<file path="config.mk">
export PLATFORM = sky130hd
export DESIGN_NAME = station_management_responder_flat
export DESIGN_NICKNAME = d
export VERILOG_FILES = /design/src/rtl/station_management_responder_if.sv /design/src/rtl/station_management_responder.sv /design/src/flat_wrapper.sv
export SDC_FILE = /design/constraint.sdc
export NUM_CORES = 1
export LEC_CHECK = 0
export CAP_MARGIN = 20
export CORE_ASPECT_RATIO = 1.5
export CORE_MARGIN = 1
export CORE_UTILIZATION = 40
export CTS_BUF_LIST = sky130_fd_sc_hd__clkbuf_16
export CTS_CLUSTER_SIZE = 14
export DETAILED_ROUTE_END_ITERATION = 6
export DONT_BUFFER_PORTS = 1
export GPL_TIMING_DRIVEN = 1
export PLACE_DENSITY = 0.62
export SLEW_MARGIN = 10
export SYNTH_ARGS = -nofsm -noshare
export SYNTH_HDL_FRONTEND = slang
export SYNTH_SLANG_ARGS = --single-unit
</file>
<file path="constraint.sdc">
create_clock -name clock -period 3.3 [get_ports clock]
set_input_delay 0.495 -clock clock [delete_from_list [all_inputs] [get_ports clock]]
set_output_delay 0.495 -clock clock [all_outputs]
set_load 0.05 [all_outputs]
</file>
<file path="src/rtl/station_management_responder_if.sv">
// MDIO line and register-file port bundle for station_management_responder.
// The responder uses the slave view; the station/register side uses master.
interface station_management_responder_if;
  logic        mdi;
  logic        mdo;
  logic        mdo_en;
  logic [4:0]  phy_address;
  logic [4:0]  reg_address;
  logic        reg_read_strobe;
  logic [15:0] reg_read_data;
  logic        reg_write_strobe;
  logic [15:0] reg_write_data;
  logic        frame_error;

  modport slave (
    input  mdi, phy_address, reg_read_data,
    output mdo, mdo_en, reg_address, reg_read_strobe,
           reg_write_strobe, reg_write_data, frame_error
  );

  modport master (
    output mdi, phy_address, reg_read_data,
    input  mdo, mdo_en, reg_address, reg_read_strobe,
           reg_write_strobe, reg_write_data, frame_error
  );
endinterface

</file>
<file path="src/rtl/station_management_responder.sv">
// Clause-22 MDIO PHY-side responder clocked by MDC; strobes an external 32x16 register file.
// Define STATION_MANAGEMENT_BROADCAST_EN to also accept writes addressed to PHY 0.
module station_management_responder #(
  parameter int PREAMBLE_MIN = 32
) (
  input logic clock,
  input logic reset,
  station_management_responder_if.slave bus
);

  typedef enum logic [2:0] {
    PREAMBLE,
    START,
    OPCODE,
    PHY_ADDRESS,
    REG_ADDRESS,
    TURNAROUND,
    DATA
  } state_t;

  state_t      r_state, w_nextState;
  logic [5:0]  r_onesCnt, w_onesCnt;
  logic [3:0]  r_bitCnt, w_bitCnt;
  logic        r_isRead, w_isRead;
  logic        r_matched, w_matched;
  logic [14:0] r_shift, w_shift;
  logic [4:0]  r_phyRx, w_phyRx;
  logic [15:0] r_rdShift, w_rdShift;
  logic        r_mdo, w_mdo;
  logic        r_mdoEn, w_mdoEn;
  logic [4:0]  r_regAddr, w_regAddr;
  logic        r_rdStb, w_rdStb;
  logic        r_wrStb, w_wrStb;
  logic [15:0] r_wrData, w_wrData;
  logic        r_frameErr, w_frameErr;

  logic [15:0] w_shiftIn;
  logic        w_match;

  assign w_shiftIn = {r_shift, bus.mdi};

  // Reads to the broadcast address are refused so several PHYs never drive the line together.
`ifdef STATION_MANAGEMENT_BROADCAST_EN
  assign w_match = r_isRead ? ((r_phyRx == bus.phy_address) && (r_phyRx != 5'd0))
                            : ((r_phyRx == bus.phy_address) || (r_phyRx == 5'd0));
`else
  assign w_match = (r_phyRx == bus.phy_address);
`endif

  always_ff @(posedge clock or negedge reset) begin
    if (!reset) begin
      r_state    <= PREAMBLE;
      r_onesCnt  <= 6'd0;
      r_bitCnt   <= 4'd0;
      r_isRead   <= 1'b0;
      r_matched  <= 1'b0;
      r_shift    <= 15'd0;
      r_phyRx    <= 5'd0;
      r_rdShift  <= 16'd0;
      r_mdo      <= 1'b0;
      r_mdoEn    <= 1'b0;
      r_regAddr  <= 5'd0;
      r_rdStb    <= 1'b0;
      r_wrStb    <= 1'b0;
      r_wrData   <= 16'd0;
      r_frameErr <= 1'b0;
    end else begin
      r_state    <= w_nextState;
      r_onesCnt  <= w_onesCnt;
      r_bitCnt   <= w_bitCnt;
      r_isRead   <= w_isRead;
      r_matched  <= w_matched;
      r_shift    <= w_shift;
      r_phyRx    <= w_phyRx;
      r_rdShift  <= w_rdShift;
      r_mdo      <= w_mdo;
      r_mdoEn    <= w_mdoEn;
      r_regAddr  <= w_regAddr;
      r_rdStb    <= w_rdStb;
      r_wrStb    <= w_wrStb;
      r_wrData   <= w_wrData;
      r_frameErr <= w_frameErr;
    end
  end

  always_comb begin
    w_nextState = r_state;
    w_onesCnt   = 6'd0;
    w_bitCnt    = r_bitCnt + 4'd1;
    w_isRead    = r_isRead;
    w_matched   = r_matched;
    w_shift     = w_shiftIn[14:0];
    w_phyRx     = r_phyRx;
    w_rdShift   = r_rdShift;
    w_mdo       = r_mdo;
    w_mdoEn     = r_mdoEn;
    w_regAddr   = r_regAddr;
    w_rdStb     = 1'b0;
    w_wrStb     = 1'b0;
    w_wrData    = r_wrData;
    w_frameErr  = 1'b0;

    case (r_state)
      // The zero that ends a long-enough preamble is the first start bit.
      PREAMBLE: begin
        w_bitCnt = 4'd0;
        if (bus.mdi) begin
          w_onesCnt = (r_onesCnt >= 6'd32) ? r_onesCnt : r_onesCnt + 6'd1;
        end else if (r_onesCnt >= 6'(PREAMBLE_MIN)) begin
          w_nextState = START;
        end
      end

      START: begin
        w_bitCnt = 4'd0;
        if (bus.mdi) begin
          w_nextState = OPCODE;
        end else begin
          w_frameErr  = 1'b1;
          w_nextState = PREAMBLE;
        end
      end

      OPCODE: begin
        if (r_bitCnt == 4'd1) begin
          w_bitCnt = 4'd0;
          case ({r_shift[0], bus.mdi})
            2'b10: begin
              w_isRead    = 1'b1;
              w_nextState = PHY_ADDRESS;
            end
            2'b01: begin
              w_isRead    = 1'b0;
              w_nextState = PHY_ADDRESS;
            end
            default: begin
              w_frameErr  = 1'b1;
              w_nextState = PREAMBLE;
            end
          endcase
        end
      end

      PHY_ADDRESS: begin
        if (r_bitCnt == 4'd4) begin
          w_bitCnt    = 4'd0;
          w_phyRx     = w_shiftIn[4:0];
          w_nextState = REG_ADDRESS;
        end
      end

      REG_ADDRESS: begin
        if (r_bitCnt == 4'd4) begin
          w_bitCnt    = 4'd0;
          w_regAddr   = w_shiftIn[4:0];
          w_matched   = w_match;
          w_rdStb     = w_match && r_isRead;
          w_nextState = TURNAROUND;
        end
      end

      // Read data is captured while the strobe is up and driven from TA2 onward.
      TURNAROUND: begin
        if (r_bitCnt == 4'd0) begin
          if (r_isRead && r_matched) begin
            w_rdShift = bus.reg_read_data;
            w_mdoEn   = 1'b1;
            w_mdo     = 1'b0;
          end
        end else begin
          w_bitCnt    = 4'd0;
          w_nextState = DATA;
          if (!r_isRead && ({r_shift[0], bus.mdi} != 2'b10)) begin
            w_frameErr  = 1'b1;
            w_nextState = PREAMBLE;
          end else if (r_isRead && r_matched) begin
            w_mdo     = r_rdShift[15];
            w_rdShift = {r_rdShift[14:0], 1'b0};
          end
        end
      end

      DATA: begin
        if (r_isRead && r_matched) begin
          if (r_bitCnt == 4'd15) begin
            w_mdoEn = 1'b0;
            w_mdo   = 1'b0;
          end else begin
            w_mdo     = r_rdShift[15];
            w_rdShift = {r_rdShift[14:0], 1'b0};
          end
        end
        if (r_bitCnt == 4'd15) begin
          w_bitCnt    = 4'd0;
          w_nextState = PREAMBLE;
          if (!r_isRead && r_matched) begin
            w_wrData = w_shiftIn;
            w_wrStb  = 1'b1;
          end
        end
      end

      default: begin
        w_nextState = PREAMBLE;
        w_bitCnt    = 4'd0;
        w_mdoEn     = 1'b0;
        w_mdo       = 1'b0;
      end
    endcase
  end

  assign bus.mdo              = r_mdo;
  assign bus.mdo_en           = r_mdoEn;
  assign bus.reg_address      = r_regAddr;
  assign bus.reg_read_strobe  = r_rdStb;
  assign bus.reg_write_strobe = r_wrStb;
  assign bus.reg_write_data   = r_wrData;
  assign bus.frame_error      = r_frameErr;

endmodule

</file>
<file path="src/flat_wrapper.sv">
// flat-port wrapper written by rule: the top's interface ports become plain ports
module station_management_responder_flat 
#(
  parameter int PREAMBLE_MIN = 32
)
  (clock, reset, bus_mdi, bus_phy_address, bus_reg_read_data, bus_mdo, bus_mdo_en, bus_reg_address, bus_reg_read_strobe, bus_reg_write_strobe, bus_reg_write_data, bus_frame_error);
  station_management_responder_if bus_i ();
  input logic clock;
  input logic reset;
  input wire logic [$bits(bus_i.mdi)-1:0] bus_mdi;
  input wire logic [$bits(bus_i.phy_address)-1:0] bus_phy_address;
  input wire logic [$bits(bus_i.reg_read_data)-1:0] bus_reg_read_data;
  output wire logic [$bits(bus_i.mdo)-1:0] bus_mdo;
  output wire logic [$bits(bus_i.mdo_en)-1:0] bus_mdo_en;
  output wire logic [$bits(bus_i.reg_address)-1:0] bus_reg_address;
  output wire logic [$bits(bus_i.reg_read_strobe)-1:0] bus_reg_read_strobe;
  output wire logic [$bits(bus_i.reg_write_strobe)-1:0] bus_reg_write_strobe;
  output wire logic [$bits(bus_i.reg_write_data)-1:0] bus_reg_write_data;
  output wire logic [$bits(bus_i.frame_error)-1:0] bus_frame_error;
  assign bus_i.mdi = bus_mdi;
  assign bus_i.phy_address = bus_phy_address;
  assign bus_i.reg_read_data = bus_reg_read_data;
  assign bus_mdo = bus_i.mdo;
  assign bus_mdo_en = bus_i.mdo_en;
  assign bus_reg_address = bus_i.reg_address;
  assign bus_reg_read_strobe = bus_i.reg_read_strobe;
  assign bus_reg_write_strobe = bus_i.reg_write_strobe;
  assign bus_reg_write_data = bus_i.reg_write_data;
  assign bus_frame_error = bus_i.frame_error;
  station_management_responder #(.PREAMBLE_MIN(PREAMBLE_MIN)) u_core (.clock(clock), .reset(reset), .bus(bus_i));
endmodule
</file>
==> metrics.md, run 1 <==
| Metric | Value |
|---|---|
| Status | `finished, final reports clean` |
| Slew HR | `47.7%` |
| Critical path depth | `3` |
| Via count | `1885` |
| Die span in x | `78.1 µm` |
| Final worst slack | `1.09 ns` |
| Critical path arrival | `2.42 ns` |
| R2R depth | `3` |
| Count of pins over their slew limit | `0` |
| Top cells by area, synth | `dfrtp_1 (56%), mux2_2 (9.7%), mux2_1 (4.9%), mux2_4 (4.3%), ha_1 (2.5%)` |
| Commonest non-fill, non-tap cell in the layout | `dfrtp_1` |
| Number of iterations in the first detailed-routing pass | `4` |
| Setup Skew | `0.00971 ns` |
| Post-route ant nets | `0` |
| Cell Area, Synth | `0.00347 mm²` |
| CTS Buffer Depth | `2` |
| Root Buffer | `clkbuf_16` |
| Syn avg cell area | `approximately 14 µm²` |
| Reg2Reg Setup Slack | `1.09 ns` |
| Initial Util | `about two fifths` |
| Final period util | `66.9%` |
| CTS tree | `done` |
| Dpl hpwl | `4.08 mm` |
| Tot Pwr | `2050 µW` |
| Nets | `286` |
| Setup_tns | `0 ns` |
| Max-cap violations | `0` |
| Vias in the first global route | `about 1900` |
| GR Overflow Total | `0` |
| First-pass GRT wire length | `9.61 mm` |
| CTS clk-pin slew, worst paths | `~0.06 ns` |
| Crit path from | `u_core.r_state[0]$_DFFE_PN0P_` |
| Syn nets | `285` |
| Post-CTS Setup Inserts | `0` |
| H-Tree Depth | `3` |
| Antenna violations before repair | `0` |
| Pint | `1640 µW` |
| Clock Sinks | `between 70 and 80` |
| Crit path capture type | `register` |
| Total track usage | `between 10 and 15%` |
| Die ar. | `a little over 0.009 mm²` |
| Layout cells sized above 1 | `26.9%` |
| Fin crit period | `2.21 ns` |
| Worst-Margin Slew | `0.784 ns` |
| Share of the synthesized area in the top cell type | `55.5%` |
| Initial DRC Count | `between 50 and 60` |
| Synth warnings | `0` |
| Post-synthesis sequential area ratio | `55.5%` |
| Final setup viols | `0` |
| Most used DFF post-synth | `dfrtp_1` |
| Rows | `41` |
| Final Hold Fails | `0` |
| Mapped Cells | `approximately 250` |
| RSZ-0062 raised after global routing | `false` |
| DRC violations left | `0` |
| Worst-skew pair later-pin latency | `0.34 ns` |
| R2R Path Start | `u_core.r_state[0]$_DFFE_PN0P_` |
| I/O Pins | `50` |
| Worst setup path class | `reg -> reg` |
| GPL Wtd Cong | `0.836` |
| Hold/Removal Path Class | `in -> async` |
| Worst R2R End | `u_core.bus.reg_write_data[7]$_DFFE_PN0P_` |
| Peak VDD IR | `0.000362 V` |
| Comb pwr share | `2.3%` |
| CP required | `3.52 ns` |
| Power per cell area | `533 mW/mm²` |
| WP buf/inv | `0` |
| Crit path capture | `u_core.bus.reg_write_data[7]$_DFFE_PN0P_` |
| Die Ht | `116 µm` |
| Crit path max fanout | `17` |
| CTS resizes | `0` |
| Static Leak | `around 0.0018 µW` |
| WL per Instance | `around 16 µm` |
| Synth cell types | `51` |
| Number of flops mapped to enable cells by yosys | `0` |
| Post-placement setup slack | `1.09 ns` |
| Largest delay contributor family on the critical path | `simple AND/OR/NAND/NOR gates` |
| Max Fclk | `453 MHz` |
| WL final | `5.90 mm` |
| IO buf count | `0` |
| CP max stage delay | `approximately 0.83 ns` |
| Cts bufs inserted | `9` |
| Clock share of power | `between 50 and 60%` |
| Avg Vias per Cell | `5.14` |
| Most frequent cells in the layout | `dfrtp_1 (77), mux2_2 (30), mux2_1 (15), nor2_1 (13), inv_1 (11)` |
| Switching Share | `around a fifth` |
| Synth async-reset ratio | `100%` |
| NetSw | `~410 µW` |
| Pin count of the biggest net entering global routing | `78` |
| Largest area contributor in the netlist | `dfrtp_1` |
| FF+latch count, synth | `77` |
| Cells along the critical path | `nand3b_2 > and4b_1 > mux2_2` |
| Synthesis-to-finish area growth | `11.0%` |
| Seq pwr share | `between 40% and 50%` |
| Critical Path Slowest Stage Cell | `and4b_1` |
| # diodes | `0` |
| Total core area | `0.00841 mm²` |
| Critical Path Source Type | `register` |
[power groups by stage]
stage	logic, µW	registers [µW]	clock network [µW]
after floorplan	23.4	980	0
after global placement	26.7	983	0
after detailed placement	27.1	983	0
after CTS	49.9	966	1070
after global routing	56.3	967	1110
final	47.7	966	1040
[metrics by stage]
step | std cells | utilization, % | hold WS (ns) | instance area (µm²)
after global placement | 350 | 41.6 | 0.202 | 3500
after detailed placement | 350 | 41.6 | 0.203 | 3500
after floorplan | 254 | - | 0.199 | 3470
after CTS | 367 | 45.8 | 0.0630 | 3850
after global routing | 367 | 45.8 | 0.0780 | 3850
final | 367 | 45.8 | 0.0550 | 3850
[flip-flops by register name, indices dropped and copies added, names as in the netlist, 3 cells and up]
name                       cells
u_core.r_rdShift              16
u_core.r_onesCnt               6
u_core.r_state                 3
u_core.r_shift                15
u_core.r_bitCnt                4
u_core.bus.reg_address         5
u_core.r_phyRx                 5
u_core.bus.reg_write_data     16
[synthesized netlist by cell type (2+ instances only)]
cell type / n
dfrtp_1: 77
mux2_2: 30
mux2_1: 15
nor2_1: 13
inv_1: 11
mux2_4: 10
a21oi_1: 9
ha_1: 7
o21ai_0: 6
xnor2_1: 6
xor2_1: 5
a31oi_1: 4
buf_6: 4
mux2i_1: 4
nand2b_1: 4
nand3_1: 4
buf_2: 3
nand2_1: 3
and3_1: 2
buf_8: 2
nand3b_1: 2
nor2b_1: 2
o32ai_1: 2
or3_1: 2
[how the worst min path moves through the flow]
stage                     cells past startpoint  slack, ns                                        end  startpoint
after floorplan                               0       0.20           u_core.bus.frame_error$_DFF_PN0_       reset
after global placement                        0       0.20  u_core.bus.reg_write_data[11]$_DFFE_PN0P_       reset
after detailed placement                      0       0.20               u_core.r_shift[14]$_DFF_PN0_       reset
after CTS                                     1       0.06      u_core.bus.reg_address[1]$_DFFE_PN0P_       reset
after global routing                          1       0.08   u_core.bus.reg_write_data[7]$_DFFE_PN0P_       reset
final                                         1       0.06   u_core.bus.reg_write_data[0]$_DFFE_PN0P_       reset
[what timing repair did]
action / CTS / global route
hold endpoints to repair: 77 / 0
setup endpoints to repair: 0 / 0
hold buffers: 1 / 0
[routing by layer]
| layer | global-route usage [%] | routed length (µm) | share of wire (%) |
|---|---|---|---|
| met5 | 0 | 0 | 0 |
| met2 | 22.7 | 2880 | 49 |
| met3 | 3.78 | 302 | 5.1 |
| met1 | 16.8 | 2510 | 43 |
| met4 | 11.1 | 210 | 3.6 |
[layout make-up]
cell class,count,area (µm²)
Fill cell,776,4560
Sequential cell,77,1930
Multi-Input combinational cell,155,1400
Clock buffer,9,225
Tap cell,107,134
Clock inverter,7,97.6
Inverter,11,41.3
Timing Repair Buffer,1,27.5
[cells by family after synthesis]
kind of cell             synth area share [%]
AO/OA/AOI/OAI                            5.01
multiplexers                             20.1
flip-flops                               55.5
XOR/XNOR                                 2.78
adder cells (fa/ha/maj)                  2.52
AND/OR/NAND/NOR                          9.99
buffers and inverters                    4.11
(Power assumes the default switching activity.)
==> run 2, diff against run 1 <==
- clock period: 3.3 -> 2.3 ns (I/O delays scaled with it)
==> metrics.md, run 2 (synthesis gave the netlist of run 1 again) <==
| Metric | Value |
|---|---|
| Status | `finished, final reports clean (unchanged)` |
| IO buf count | `0 (unchanged)` |
| Most frequent cells in the layout | `dfrtp_1 (77), mux2_2 (30), mux2_1 (15), nor2_1 (13), inv_1 (12) (was dfrtp_1 (77), mux2_2 (30), mux2_1 (15), nor2_1 (13), inv_1 (11))` |
| Crit path capture type | `register (unchanged)` |
| Post-placement setup slack | `0.328 ns (was 1.09 ns)` |
| Hold Crit Start | `bus_mdi` |
| # diodes | `0 (unchanged)` |
| Cts bufs inserted | `9 (unchanged)` |
| Commonest non-fill, non-tap cell in the layout | `dfrtp_1 (unchanged)` |
| CTS tree | `done (unchanged)` |
| Clock Sinks | `77 (unchanged)` |
| GR Overflow Total | `0 (unchanged)` |
| Final period util | `85.4% (was 66.9%)` |
| Pint | `2250 µW (was 1640 µW)` |
| Dpl hpwl | `4.15 mm (was 4.08 mm)` |
| Avg Vias per Cell | `5.13 (was 5.14)` |
| Total core area | `0.00841 mm² (unchanged)` |
| R2R Path Start | `u_core.r_bitCnt[0]$_DFF_PN0_ (was u_core.r_state[0]$_DFFE_PN0P_)` |
| Worst-Margin Slew | `0.497 ns (was 0.784 ns)` |
| WL per Instance | `16.1 µm (about the same)` |
| Worst R2R End | `u_core.r_rdShift[8]$_DFFE_PN0P_ (was u_core.bus.reg_write_data[7]$_DFFE_PN0P_)` |
| Critical Path Slowest Stage Cell | `dfrtp_1 (was and4b_1)` |
| WHS Path Cells | `0` |
| Critical Path Source Type | `register (unchanged)` |
| Slew HR | `66.6% (was 47.7%)` |
| Total track usage | `14.8% (was 14.4%)` |
| CTS Buffer Depth | `2 (unchanged)` |
| Seq pwr share | `48.5% (was 47.1%)` |
| Pin count of the biggest net entering global routing | `78 (unchanged)` |
| Die Ht | `116 µm (unchanged)` |
| WL final | `5.98 mm (was 5.90 mm)` |
| Comb pwr share | `2.5% (was 2.3%)` |
| CTS clk-pin slew, worst paths | `0.06 ns (about the same)` |
| Worst-skew pair later-pin latency | `0.33 ns (was 0.34 ns)` |
| H-Tree Depth | `3 (unchanged)` |
| Critical path arrival | `2.18 ns (was 2.42 ns)` |
| Cells along the critical path | `inv_1 > ha_1 > nor3b_4 > nand2_4 > mux2_1 > mux2_4 (was nand3b_2 > and4b_1 > mux2_2)` |
| GPL Wtd Cong | `0.789 (was 0.836)` |
| Layout cells sized above 1 | `27.5% (was 26.9%)` |
| Post-route ant nets | `0 (unchanged)` |
| Die ar. | `0.00906 mm² (unchanged)` |
| Rows | `41 (unchanged)` |
| Post-CTS Setup Inserts | `0 (unchanged)` |
| Via count | `1908 (was 1885)` |
| Initial DRC Count | `56 (was 59)` |
| Die span in x | `78.1 µm (unchanged)` |
| Peak VDD IR | `0.000506 V (was 0.000362 V)` |
| DRC violations left | `0 (unchanged)` |
| Worst setup path class | `reg -> reg (unchanged)` |
| Number of iterations in the first detailed-routing pass | `2 (was 4)` |
| Fillers | `785 (was 776)` |
| Antenna violations before repair | `0 (unchanged)` |
| Nets | `291 (was 286)` |
| R2R depth | `6 (was 3)` |
| Multi-input gate area | `0.00140 mm² (unchanged)` |
| Root Buffer | `clkbuf_16 (unchanged)` |
| Final Hold Fails | `0 (unchanged)` |
| Power per cell area | `738 mW/mm² (was 533 mW/mm²)` |
| Final worst slack | `0.335 ns (was 1.09 ns)` |
| Switching Share | `21.3% (was 20.2%)` |
| I/O Pins | `50 (unchanged)` |
| NetSw | `610 µW (was 414 µW)` |
| Crit path max fanout | `15 (was 17)` |
| Final setup viols | `0 (unchanged)` |
| Clock share of power | `49.0% (was 50.6%)` |
| Initial Util | `41.3% (unchanged)` |
| Synthesis-to-finish area growth | `11.5% (was 11.0%)` |
| Setup Skew | `0.00557 ns (was 0.00971 ns)` |
| Fin crit period | `1.97 ns (was 2.21 ns)` |
| Static Leak | `0.00184 µW (was 0.00182 µW)` |
| Max Fclk | `509 MHz (was 453 MHz)` |
| CP required | `2.51 ns (was 3.52 ns)` |
| Max-cap violations | `0 (unchanged)` |
| Reg2Reg Setup Slack | `0.33 ns (was 1.09 ns)` |
| Hold/Removal Path Class | `in -> reg (was in -> async)` |
| Vias in the first global route | `2070 (was 1901)` |
| First-pass GRT wire length | `10.1 mm (was 9.61 mm)` |
| Hold-critical path endpoint | `u_core.r_shift[0]$_DFF_PN0_` |
| Count of pins over their slew limit | `0 (unchanged)` |
| Sequential cell area | `0.00193 mm² (unchanged)` |
| CP max stage delay | `0.42 ns (was 0.83 ns)` |
| RSZ-0062 raised after global routing | `false (unchanged)` |
| Setup_tns | `0 ns (unchanged)` |
-- run 2: changes by cell type in the layout (fill, tap and decap cells not counted) --
cell           delta
inv_8             +1
inv_1             +1
buf_4             +4
clkinvlp_4        -1
dlygate4sd3_1     +1
bufinv_16         -1
-- run 2: worst max path at each step --
stage | from | end | depth (start not counted)
final | u_core.r_bitCnt[0]$_DFF_PN0_ | u_core.r_rdShift[8]$_DFFE_PN0P_ | 6
after detailed placement | u_core.r_bitCnt[0]$_DFF_PN0_ | u_core.r_rdShift[11]$_DFFE_PN0P_ | 6
after global routing | u_core.r_bitCnt[0]$_DFF_PN0_ | u_core.r_rdShift[13]$_DFFE_PN0P_ | 6
after CTS | u_core.r_bitCnt[0]$_DFF_PN0_ | u_core.r_rdShift[15]$_DFFE_PN0P_ | 6
after global placement | u_core.r_bitCnt[0]$_DFF_PN0_ | u_core.r_rdShift[9]$_DFFE_PN0P_ | 6
after floorplan | u_core.r_bitCnt[0]$_DFF_PN0_ | u_core.r_rdShift[10]$_DFFE_PN0P_ | 7
-- run 2: area by class of cell --
type	count	share of cell area, %
clock buffer	9	5.82
clock inverter	7	1.94
inverter	11	1.07
multi-input combinational	155	36.2
sequential	77	49.8
tap	107	3.46
timing repair buffer	6	1.75
-- run 2: per-layer routing --
layer | share of wire, % | global-route usage, % | vias up | wire (µm)
met4 | 2.0 | 7.41 | 0 | 120
li1 | - | - | 896 | -
met5 | 0 | 0 | - | 0
met3 | 5.7 | 5.35 | 9 | 341
met2 | 53 | 25.8 | 38 | 3150
met1 | 40 | 15.6 | 965 | 2360
-- run 2: per-stage QoR --
step	cell area, µm²	hold WS (ns)	total power, µW	utilization [%]	std cells
floorplan	3470	0.0494	1440	-	254
global placement	3530	0.0516	1450	42.0	354
detailed placement	3530	0.0508	1450	42.0	354
CTS	3870	0.0268	2900	46.0	372
global route	3870	0.0186	2970	46.0	372
finish	3870	0.0394	2860	46.0	372
-- run 2: power groups by stage --
| stage | Clock [µW] | Sequential, µW | Combinational, µW |
|---|---|---|---|
| finish | 1400 | 1390 | 70.6 |
| global route | 1500 | 1390 | 82.6 |
| CTS | 1440 | 1390 | 73.7 |
| detailed placement | 0 | 1410 | 38.1 |
| global placement | 0 | 1410 | 37.4 |
| floorplan | 0 | 1410 | 33.5 |
-- run 2: what timing repair did --
action                    CTS  global route
gates resized for setup     0             0
hold endpoints to repair   77             0
hold buffers                2             0
-- run 2: worst max-delay path: cells and delay by family (launching register included) --
family / cells / cell delay, ns
adder cells (fa/ha/maj): 1 / 0.23
buffers and inverters: 1 / 0.07
flip-flops: 1 / 0.42
multiplexers: 2 / 0.61
AND/OR/NAND/NOR: 2 / 0.51
